**config.mk**
```make
export PLATFORM = sky130hd
export DESIGN_NAME = regfile_wb_sequencer
export DESIGN_NICKNAME = d
export VERILOG_FILES = /design/src/rtl/rf_pkg.sv /design/src/rtl/regfile_wb_sequencer_arbiter.sv /design/src/rtl/regfile_wb_sequencer.sv
export SDC_FILE = /design/constraint.sdc
export NUM_CORES = 1
export LEC_CHECK = 0
export CORE_MARGIN = 3
export CORE_UTILIZATION = 36
export DETAILED_ROUTE_END_ITERATION = 7
export GPL_TIMING_DRIVEN = 0
export HOLD_SLACK_MARGIN = 0.12
export PLACE_DENSITY = 0.78
export SLEW_MARGIN = 20
export SYNTH_ARGS = -nofsm -noshare
export SYNTH_HDL_FRONTEND = slang
export SYNTH_SLANG_ARGS = --single-unit
```
**constraint.sdc**
```tcl
create_clock -name clk -period 2.6 [get_ports clk]
set_clock_uncertainty 0.2 [all_clocks]
set_input_delay 0.52 -clock clk [delete_from_list [all_inputs] [get_ports clk]]
set_output_delay 0.52 -clock clk [all_outputs]
set_load 0.05 [all_outputs]
```
**src/rtl/rf_pkg.sv**
```systemverilog
// Shared register-file constants and writeback sequencer state encoding.
package rf_pkg;
  localparam int XLEN       = 32;
  localparam int REG_ADDR_W = 5;
  localparam int NUM_REGS   = 32;

  localparam logic [0:0] ST_INIT = 1'b0;
  localparam logic [0:0] ST_RUN  = 1'b1;
endpackage

```
**src/rtl/regfile_wb_sequencer_arbiter.sv**
```systemverilog
// Combinational requester arbiter: round-robin from ptr by default,
// lowest-index fixed priority when WB_FIXED_PRIO_EN is defined.
module rr_arbiter #(
  parameter int NUM_REQ = 3,
  parameter int PTR_W   = $clog2(NUM_REQ)
) (
  input  logic [NUM_REQ-1:0] valid,
  input  logic [PTR_W-1:0]   ptr,
  output logic [NUM_REQ-1:0] grant,
  output logic [PTR_W-1:0]   idx
);
  logic w_found;

  always_comb begin
    grant   = '0;
    idx     = '0;
    w_found = 1'b0;
    for (int k = 0; k < NUM_REQ; k++) begin
      int j;
`ifdef WB_FIXED_PRIO_EN
      j = k;
`else
      // Rotate the search so the requester at ptr is examined first.
      j = int'(ptr) + k;
      if (j >= NUM_REQ) j = j - NUM_REQ;
`endif
      if (!w_found && valid[j]) begin
        w_found  = 1'b1;
        grant[j] = 1'b1;
        idx      = PTR_W'(j);
      end
    end
  end
endmodule

```
**src/rtl/regfile_wb_sequencer.sv**
```systemverilog
// Register-file write-port owner: clears x1..x(NUM_REGS-1) after reset, then
// arbitrates writeback requesters. Optional macro: WB_FIXED_PRIO_EN.
module regfile_wb_sequencer #(
  parameter int NUM_REQ    = 3,
  parameter int XLEN       = rf_pkg::XLEN,
  parameter int REG_ADDR_W = rf_pkg::REG_ADDR_W,
  parameter int NUM_REGS   = rf_pkg::NUM_REGS
) (
  input  logic                         clk,
  input  logic                         rst,
  input  logic [NUM_REQ-1:0]           req_valid,
  input  logic [NUM_REQ*REG_ADDR_W-1:0] req_rd,
  input  logic [NUM_REQ*XLEN-1:0]      req_data,
  output logic [NUM_REQ-1:0]           req_ready,
  output logic                         rf_we,
  output logic [REG_ADDR_W-1:0]        rf_rd,
  output logic [XLEN-1:0]              rf_wdata,
  output logic                         init_done
);
  import rf_pkg::*;

  localparam int PTR_W = $clog2(NUM_REQ);

  logic [0:0]            r_state;
  logic [REG_ADDR_W-1:0] r_clr_idx;
  logic [NUM_REQ-1:0]    w_grant;
  logic [PTR_W-1:0]      w_gidx;
  logic [PTR_W-1:0]      w_ptr;
  logic [PTR_W-1:0]      w_ptr_next;
  logic [REG_ADDR_W-1:0] w_g_rd;
  logic [XLEN-1:0]       w_g_data;
  logic                  w_xfer;

  rr_arbiter #(.NUM_REQ(NUM_REQ), .PTR_W(PTR_W)) u_arb (
    .valid (req_valid),
    .ptr   (w_ptr),
    .grant (w_grant),
    .idx   (w_gidx)
  );

  assign w_g_rd     = req_rd[int'(w_gidx)*REG_ADDR_W +: REG_ADDR_W];
  assign w_g_data   = req_data[int'(w_gidx)*XLEN +: XLEN];
  assign w_xfer     = (r_state == ST_RUN) && (|w_grant);
  assign req_ready  = (r_state == ST_RUN) ? w_grant : '0;
  assign w_ptr_next = (w_gidx == PTR_W'(NUM_REQ - 1)) ? '0 : w_gidx + 1'b1;

`ifdef WB_FIXED_PRIO_EN
  assign w_ptr = '0;
`else
  logic [PTR_W-1:0] r_rr_ptr;

  always_ff @(posedge clk or negedge rst) begin
    if (!rst)        r_rr_ptr <= '0;
    else if (w_xfer) r_rr_ptr <= w_ptr_next;
  end

  assign w_ptr = r_rr_ptr;
`endif

  always_ff @(posedge clk or negedge rst) begin
    if (!rst) begin
      r_state   <= ST_INIT;
      r_clr_idx <= REG_ADDR_W'(1);
      rf_we     <= 1'b0;
      rf_rd     <= '0;
      rf_wdata  <= '0;
      init_done <= 1'b0;
    end else if (r_state == ST_INIT) begin
      rf_we     <= 1'b1;
      rf_rd     <= r_clr_idx;
      rf_wdata  <= '0;
      r_clr_idx <= r_clr_idx + 1'b1;
      if (r_clr_idx == REG_ADDR_W'(NUM_REGS - 1)) begin
        r_state   <= ST_RUN;
        init_done <= 1'b1;
      end
    end else if (w_xfer) begin
      // x0 writes complete the handshake but never reach the file.
      rf_we    <= (w_g_rd != '0);
      rf_rd    <= w_g_rd;
      rf_wdata <= w_g_data;
    end else begin
      rf_we <= 1'b0;
    end
  end
endmodule

```
==> summary.md, run 1 <==
| Metric | Value |
|---|---|
| Status | `complete, but fails checks` |
| Violated checks | `negative setup slack` |
| Share of layout cells above drive strength 1 | `20.0%` |
| Crit. End Element | `primary output` |
| Final Worst Setup Slack | `-0.340 ns` |
| Die width | `96.9 µm` |
| Drt initial violations | `96` |
| Antenna Cells | `0` |
| Initial core utilization | `37.7%` |
| Crit start category | `register` |
| Final setup viols | `43` |
| Final hold violations | `0` |
| Tightest Hold Check Type | `register to register` |
| CP Data Arrival Time | `2.22 ns` |
| Hold_ws | `0.294 ns` |
| Detailed-route via count | `3241` |
| Max Cap Viol | `0` |
| Tcrit/Tclk final | `113%` |
| Peak VDD IR | `0.799 mV` |
| Sink Count | `47` |
| Placement Rows | `32` |
| Worst EP required | `1.88 ns` |
| Vias in the first global route | `3426` |
| RSZ-0062 raised after global routing | `yes` |
| Sequential element share of the synthesized area | `39.6%` |
| Total Routed Length | `10700 µm` |
| Ys async rst share | `100%` |
| Mean post-synth cell area | `9.48 µm²` |
| Layout area overhead | `81.2%` |
| Num CTS Buffers | `5` |
| Vias/cell | `5.33` |
| Vert. Die Dim | `96.9 µm` |
| Tmin final | `2.94 ns` |
| Global-route wire length before repair | `16700 µm` |
| Synth warn | `0` |
| Final #Nets | `627` |
| Post-synth top flop | `dfrtp_1` |
| Most frequent cells in the layout | `150 x clkdlybuf4s50_1, 44 x dfrtp_1, 42 x nor2_1` |
| Worst skew pair latency | `0.30 ns` |
| Actual slew at the worst max-slew pin | `0.535 ns` |
| Mapped cell area | `2980 µm²` |
| Most common cell after layout, fill and taps aside | `clkdlybuf4s50_1` |
| H-tree levels | `2` |
| Maximum net fanout on the critical path | `10` |
| Grt ovf | `0` |
| Port Buf Inserts | `156` |
| Fmax achieved | `0.340 GHz` |
| CTS root buffer | `clkbuf_8` |
| Dpl ws | `-1.11 ns` |
| Largest net degree at the start of global routing | `26` |
| Critical path class | `register to primary output` |
| Core area | `7890 µm²` |
| Die area | `9390 µm²` |
| Post-synth cell types | `41` |
| Routed len/inst | `17.7 µm` |
| Pre-antenna DRT Iters | `4` |
| Filler cells | `641` |
| Pwr/cell area | `1700 nW/µm²` |
| Post-synth net total | `436` |
| Detailed Place HPWL | `7710 µm` |
| Final ANT Viol Nets | `0` |
| Worst-case clock buffer depth | `2` |
| Worst-path clk slew | `0.08 ns` |
| Finished Core Util | `68.3%` |
| Post-synth EDFFs | `0` |
| Drt drc | `0` |
| Initial antenna violation count | `0` |
| Synthesis-stage register bit count | `47` |
| # IOs | `158` |
| TritonCTS clock tree | `built` |
| Post-synthesis cell count | `314` |
| Final GP Congestion | `0.928` |
| Leak | `2.41 nW` |
| Final max-slew violation count | `0` |
| Slew headroom | `64.2%` |
| Total GRT Usage | `21.9%` |
-- sequential cells by signal, indices dropped and copies added (netlist names) --
signal	flops
r_state	1
r_clr_idx	5
rf_rd	5
rf_wdata	32
rf_we	1
init_done	1
r_rr_ptr	2
-- cells by family after synthesis --
| kind of cell | count (synthesis) | synth area share (%) |
|---|---|---|
| AO/OA/AOI/OAI | 101 | 24.4 |
| XOR/XNOR | 3 | 0.883 |
| multiplexers | 40 | 13.6 |
| adder cells (fa/ha/maj) | 6 | 2.52 |
| AND/OR/NAND/NOR | 83 | 13.0 |
| flip-flops | 47 | 39.6 |
| buffers and inverters | 34 | 6.01 |
-- worst max-delay path, cell delays in order (launching register included) --
cell	delay (ns)
dfrtp_2	0.44
inv_2	0.10
ha_4	0.15
buf_4	0.18
nand3b_1	0.18
o21ai_1	0.20
or3_4	0.18
nand2_2	0.04
a31oi_1	0.25
nor2_4	0.04
buf_6	0.16
-- synth_stat cells, types with 3 or more instances --
cell type	instances	share of area, %
dfrtp_1	46	39
a221o_1	5	1.7
a31oi_1	6	1.3
nor2b_1	8	1.7
mux2i_1	37	12
o21a_1	3	0.76
inv_1	7	0.88
o21ai_0	3	0.50
mux2_2	3	1.1
buf_4	5	1.3
a31o_2	3	0.88
a22o_1	32	9.4
or2_2	3	0.63
nand2_1	11	1.4
clkbuf_1	11	1.4
ha_1	6	2.5
nand3b_1	3	0.76
a21oi_1	37	6.2
nor2_1	43	5.4
buf_6	3	1.1
nand2b_1	4	0.84
xnor2_1	3	0.88
buf_2	8	1.3
-- layer usage --
metal	vias to the layer above	GRT usage, %	part of all wire [%]
li1	1531	-	-
met1	1538	24.5	39
met2	154	38.7	51
met3	18	7.35	7.9
met4	0	7.34	2.0
met5	-	0	0
-- path summary, 6_finish.rpt --
check                              from            to  slack (ns)  cells past startpoint
max                         r_rr_ptr[0]  req_ready[0]       -0.34                     10
min                        r_clr_idx[3]  r_clr_idx[3]        0.29                      1
max reg2reg                 r_rr_ptr[0]  rf_wdata[23]       -0.31                     13
min reg2reg                r_clr_idx[3]  r_clr_idx[3]        0.29                      1
max in group asynchronous           rst  r_clr_idx[0]        1.09                      3
min in group asynchronous           rst  rf_wdata[15]        0.52                      2
-- cell type report --
| type | count | area [µm²] | area share, % |
|---|---|---|---|
| timing repair buffer | 187 | 1880 | 34.9 |
| clock inverter | 2 | 35.0 | 0.650 |
| sequential | 47 | 1180 | 21.9 |
| buffer | 24 | 246 | 4.57 |
| clock buffer | 6 | 82.6 | 1.53 |
| multi-input combinational | 233 | 1810 | 33.6 |
| tap | 102 | 128 | 2.37 |
| inverter | 7 | 28.8 | 0.534 |
-- power breakdown --
part	leakage, nW	total [W]	internal [W]	switching (W)
clock network	0.0612	0.000568	0.000312	0.000256
logic	1.79	0.00729	0.00347	0.00382
registers	0.558	0.00132	0.00112	0.000199
total	2.41	0.00917	0.00490	0.00427
-- per-stage QoR --
| step | TNS (ns) | total power (W) | std cells | instance area, µm² |
|---|---|---|---|---|
| 5_1_grt | -14.52 | 0.00969 | 608 | 5390 |
| 3_3_place_gp | -47.97 | 0.00710 | 572 | 4730 |
| 3_5_place_dp | -24.59 | 0.00725 | 573 | 4740 |
| 4_1_cts | -6.81 | 0.00824 | 593 | 5040 |
| 2_1_floorplan | -1.48 | 0.00555 | 314 | 3040 |
| 6_report | -10.83 | 0.00917 | 608 | 5390 |
-- repair_timing --
item	in CTS	in global routing
hold buffers	1	0
buffers inserted	13	15
gates resized for setup	43	58
pin swaps	6	44
cloned	0	3
setup endpoints to repair	43	43
endpoints found under the hold margin	22	0
Power figures use the tool's default switching activity.
==> run 2: changes to the inputs <==
Settings changed: CORE_UTILIZATION 36 to 37, CTS_BUF_LIST set to sky130_fd_sc_hd__clkbuf_4 sky130_fd_sc_hd__clkbuf_8, PLACE_DENSITY 0.78 to 0.79.
==> summary.md, run 2 (synthesized netlist as in run 1, its figures left out) <==
| Metric | Value |
|---|---|
| Core area | `7770 µm²` |
| Regs by FF count | `rf_wdata x32, r_clr_idx x5, rf_rd x5` |
| Most frequent cells in the layout | `151 x clkdlybuf4s50_1, 45 x dfrtp_1, 41 x nor2_1` |
| Crit. End Element | `primary output` |
| R2r setup slk | `-0.34 ns` |
| # IOs | `158` |
| Worst-case clock buffer depth | `2` |
| Detailed Place HPWL | `7570 µm` |
| Number of flip-flops in the largest register | `32` |
| Filler cells | `588` |
| Layout area overhead | `86.4%` |
| Crit start category | `register` |
| Leak | `2.45 nW` |
| Detailed-route via count | `3272` |
| Largest Register | `rf_wdata` |
| Pre-antenna DRT Iters | `4` |
| Fmax achieved | `0.335 GHz` |
| CP Data Arrival Time | `2.26 ns` |
| Max Cap Viol | `0` |
| Met2 global-route usage | `38.9%` |
| Worst-path clk slew | `0.09 ns` |
| CTS root buffer | `clkbuf_8` |
| Worst skew pair latency | `0.29 ns` |
| Initial core utilization | `38.3%` |
| Largest net degree at the start of global routing | `31` |
| Die width | `95.7 µm` |
| Total Routed Length | `11100 µm` |
| Global-route wire length before repair | `15500 µm` |
| Tightest Hold Check Type | `register to register` |
| RSZ-0062 raised after global routing | `yes` |
| M3 GR Usage | `7.10%` |
| Dpl ws | `-1.14 ns` |
| TritonCTS clock tree | `built` |
| Final max-slew violation count | `0` |
| Worst EP required | `1.88 ns` |
| Port Buf Inserts | `156` |
| Delay of the slowest cell on the worst path | `0.45 ns` |
| Hold_ws | `0.284 ns` |
| Slowest CP cell | `dfrtp_1` |
| Final hold violations | `0` |
| Maximum net fanout on the critical path | `9` |
| Share of layout cells above drive strength 1 | `21.0%` |
| Final ANT Viol Nets | `0` |
| Vias/cell | `5.36` |
| Tmin final | `2.98 ns` |
| Final Worst Setup Slack | `-0.384 ns` |
| Vert. Die Dim | `95.7 µm` |
| Peak VDD IR | `0.866 mV` |
| Grt ovf | `0` |
| Slew headroom | `63.3%` |
| GRT busiest layer | `met2` |
| Most common cell after layout, fill and taps aside | `clkdlybuf4s50_1` |
| Placement Rows | `32` |
| Violated checks | `negative setup slack` |
| Drt initial violations | `89` |
| Antenna Cells | `0` |
| Final #Nets | `630` |
| Status | `complete, but fails checks` |
| Vias in the first global route | `3179` |
| Initial antenna violation count | `0` |
| Drt drc | `0` |
| Actual slew at the worst max-slew pin | `0.548 ns` |
| Final setup viols | `43` |
| Sink Count | `47` |
| Die area | `9150 µm²` |
| Met1 Resource Use GR | `26.2%` |
| Tcrit/Tclk final | `115%` |
| CP Cell Sequence | `inv_2, buf_4, ha_4, nand3b_1, o21ai_2, or3_4, nand2_2, a31oi_2, nor2_4, buf_6` |
| Total GRT Usage | `22.0%` |
| H-tree levels | `2` |
| Final GP Congestion | `0.930` |
| Critical path class | `register to primary output` |
| Pwr/cell area | `1770 nW/µm²` |
| Num CTS Buffers | `5` |
| Routed len/inst | `18.1 µm` |
-- run 2: changes by cell type in the layout (fill, tap and decap cells not counted), moves of 2 or more --
cell / before / now
clkbuf_2: 7 / 1
buf_4: 19 / 17
clkbuf_4: 0 / 2
clkbuf_1: 1 / 7
clkbuf_16: 2 / 6
nand2_4: 1 / 3
mux2i_2: 2 / 4
nand2_1: 9 / 6
mux2i_1: 33 / 31
-- run 2: per-layer routing --
| layer | wire length, µm | vias to the layer above | share of wire [%] |
|---|---|---|---|
| met1 | 4530 | 1596 | 41 |
| met4 | 118 | 0 | 1.1 |
| met2 | 5590 | 130 | 51 |
| met3 | 810 | 12 | 7.3 |
| li1 | - | 1534 | - |
| met5 | 0 | - | 0 |
-- run 2: final timing paths --
path | from | to | cells past startpoint
hold reg to reg | init_done | init_done | 1
min in group asynchronous | rst | rf_wdata[19] | 2
setup reg to reg | r_rr_ptr[1] | rf_we | 9
max in group asynchronous | rst | r_clr_idx[0] | 3
setup / recovery | r_rr_ptr[1] | req_ready[0] | 10
hold / removal | init_done | init_done | 1
-- run 2: area by class of cell --
cell class	instances	area, µm²	area share (%)
flip-flops and latches	47	1180	21.2
clock buffers	6	76.3	1.38
inverters	7	26.3	0.474
well taps	102	128	2.30
clock inverters	2	60.1	1.08
multi-input cells	233	1850	33.3
plain buffers	24	246	4.44
repair buffers	190	1980	35.8
-- run 2: stage by stage --
step	std cells	area (µm²)	total power, W	setup TNS (ns)	util (%)
after detailed placement	573	4740	0.00725	-26.20	61.1
after global routing	611	5550	0.0103	-13.33	71.4
after CTS	599	5180	0.00876	-8.18	66.8
final	611	5550	0.00981	-10.10	71.4
after global placement	572	4730	0.00710	-46.98	60.9
after floorplan	314	3040	0.00555	-1.48	-
-- run 2: timing repair --
action,CTS,global route
buffers inserted,16,7
resized for setup,60,41
setup endpoints to repair,43,43
pin swaps,12,49
endpoints found under the hold margin,17,0
cloned,3,6
hold buffers,1,0
-- run 2: report_power, final --
group / internal (W) / switching (W)
clock: 0.000395 / 0.000240
sequential: 0.00112 / 0.000208
combinational: 0.00382 / 0.00402
total: 0.00534 / 0.00447
-- run 2: worst max-delay path: cells and delay by family, from the launching register on --
family	cells	cell delay [ns]
compound gates	2	0.17
fa+ha+maj	1	0.18
buf+inv	3	0.40
flops	1	0.45
simple gates	4	0.78
==> run 3: changes to the inputs <==
Settings changed: SKIP_CTS_REPAIR_TIMING set to 1.
==> summary.md, run 3 (synthesized netlist as in run 1, its figures left out) <==
| Metric | Value |
|---|---|
| Final GP Congestion | `0.930` |
| Most frequent cells in the layout | `152 x clkdlybuf4s50_1, 45 x dfrtp_1, 42 x nor2_1` |
| RSZ-0062 raised after global routing | `yes` |
| # IOs | `158` |
| Tmin final | `3.00 ns` |
| Final #Nets | `611` |
| Initial antenna violation count | `0` |
| Tcrit/Tclk final | `115%` |
| Hold Crit Start | `init_done` |
| Final setup viols | `43` |
| Worst-case clock buffer depth | `2` |
| Port Buf Inserts | `156` |
| Worst skew pair latency | `0.29 ns` |
| Core area | `7770 µm²` |
| Clk pwr share | `7.4%` |
| Net Sw Frac | `47.8%` |
| H-tree levels | `2` |
| Pwr/cell area | `1670 nW/µm²` |
| Crit. End Element | `primary output` |
| Total GRT Usage | `20.5%` |
| Final ANT Viol Nets | `0` |
| Detailed-route via count | `3106` |
| Violated checks | `negative setup slack` |
| Dpl ws | `-1.14 ns` |
| Worst r2r src | `r_rr_ptr[0]` |
| Final max-slew violation count | `0` |
| Peak VDD IR | `0.833 mV` |
| Delay of the slowest cell on the worst path | `0.58 ns` |
| Filler cells | `646` |
| Regs by FF count | `rf_wdata x32, r_clr_idx x5, rf_rd x5` |
| Leak | `2.26 nW` |
| Layout area overhead | `71.8%` |
| Share of layout cells above drive strength 1 | `14.7%` |
| Global-route wire length before repair | `14600 µm` |
| Detailed Place HPWL | `7570 µm` |
| Total Routed Length | `10000 µm` |
| Initial core utilization | `38.3%` |
| Crit start category | `input port` |
| Placement Rows | `32` |
| Vias in the first global route | `3040` |
| R2R Path End | `rf_we` |
| Drt initial violations | `142` |
| Pre-antenna DRT Iters | `4` |
| R2R cell count | `11` |
| Num CTS Buffers | `5` |
| Worst-path clk slew | `0.09 ns` |
| Drt drc | `0` |
| Routed len/inst | `17.0 µm` |
| Vias/cell | `5.25` |
| Sink Count | `47` |
| TritonCTS clock tree | `built` |
| Slowest CP cell | `clkdlybuf4s50_1` |
| CP Data Arrival Time | `2.28 ns` |
| Vert. Die Dim | `95.7 µm` |
| Max Cap Viol | `0` |
| Antenna Cells | `0` |
| Hold Path Stages | `1` |
| Fmax achieved | `0.334 GHz` |
| Grt ovf | `0` |
| Hold_ws | `0.281 ns` |
| Number of flip-flops in the largest register | `32` |
| Final hold violations | `0` |
| Tightest Hold Check Type | `register to register` |
| Largest Register | `rf_wdata` |
| Share of power burned in registers | `15.5%` |
| Maximum net fanout on the critical path | `4` |
| Actual slew at the worst max-slew pin | `0.546 ns` |
| Status | `complete, but fails checks` |
| Switch Pwr | `0.00409 W` |
| R2r setup slk | `-0.33 ns` |
| Crit-path leading delay family | `simple AND/OR/NAND/NOR gates` |
| Most common cell after layout, fill and taps aside | `clkdlybuf4s50_1` |
| CTS root buffer | `clkbuf_8` |
| Die width | `95.7 µm` |
| Worst path bufs/invs | `2` |
| Worst EP required | `1.88 ns` |
| P_int | `0.00446 W` |
| CP Cell Sequence | `clkdlybuf4s50_1, nand3b_1, o21a_2, or3_4, nand2_2, a31oi_2, nor2_4, buf_6` |
| Critical path class | `input port to primary output` |
| Logic pwr share | `77.1%` |
| Largest net degree at the start of global routing | `31` |
| Final Worst Setup Slack | `-0.398 ns` |
| Fin Setup TNS | `-9.69 ns` |
| Hold worst-path end | `init_done` |
| Slew headroom | `63.5%` |
| Die area | `9150 µm²` |
run 3: metal layers:
metal  global-route usage [%]  share of wire (%)  vias to the layer above
met2                     35.4                 50                      125
met1                     24.8                 42                     1479
li1                         -                  -                     1495
met4                     4.15               0.95                        0
met3                     6.95                8.0                        7
met5                        0                  0                        -
run 3: final cells by class:
cell class | instances | area [µm²] | area share (%)
multi-input combinational | 233 | 1750 | 34.2
timing repair buffer | 170 | 1720 | 33.7
sequential | 47 | 1180 | 23.1
buffer | 25 | 171 | 3.35
tap | 102 | 128 | 2.50
clock buffer | 6 | 76.3 | 1.49
clock inverter | 2 | 60.1 | 1.18
inverter | 7 | 26.3 | 0.514
run 3: power groups by stage:
stage / registers [W] / clock network [W] / logic [W]
after floorplan: 0.00236 / 0 / 0.00319
after CTS: 0.00132 / 0.000646 / 0.00592
final: 0.00133 / 0.000635 / 0.00659
after global placement: 0.00132 / 0 / 0.00578
after global routing: 0.00136 / 0.000682 / 0.00699
after detailed placement: 0.00132 / 0 / 0.00593
run 3: metrics by stage:
| step | util, % | std cells | total power, W | instance area (µm²) |
|---|---|---|---|---|
| after floorplan | - | 314 | 0.00555 | 3040 |
| after detailed placement | 61.1 | 573 | 0.00725 | 4740 |
| after global placement | 60.9 | 572 | 0.00710 | 4730 |
| after CTS | 62.8 | 581 | 0.00788 | 4880 |
| after global routing | 65.8 | 592 | 0.00903 | 5110 |
| final | 65.8 | 592 | 0.00855 | 5110 |
run 3: worst max-delay path by stage:
stage / startpoint / endpoint / cells after the start / slack [ns]
5_1_grt: r_rr_ptr[0] / req_ready[0] / 10 / -0.51
2_1_floorplan: r_rr_ptr[0] / req_ready[1] / 8 / -0.18
6_report: req_valid[1] / req_ready[0] / 8 / -0.40
3_5_place_dp: req_valid[1] / req_ready[0] / 8 / -1.14
4_1_cts: r_rr_ptr[1] / req_ready[0] / 9 / -1.33
3_3_place_gp: req_valid[1] / req_ready[0] / 8 / -1.09
run 3: worst reg2reg max path: cells and delay by family, from the launching register on:
family                   cells  cell delay, ns
AO/OA/AOI/OAI                4            1.06
adder cells (fa/ha/maj)      1            0.14
buffers and inverters        4            0.69
flip-flops                   1            0.45
AND/OR/NAND/NOR              2            0.26
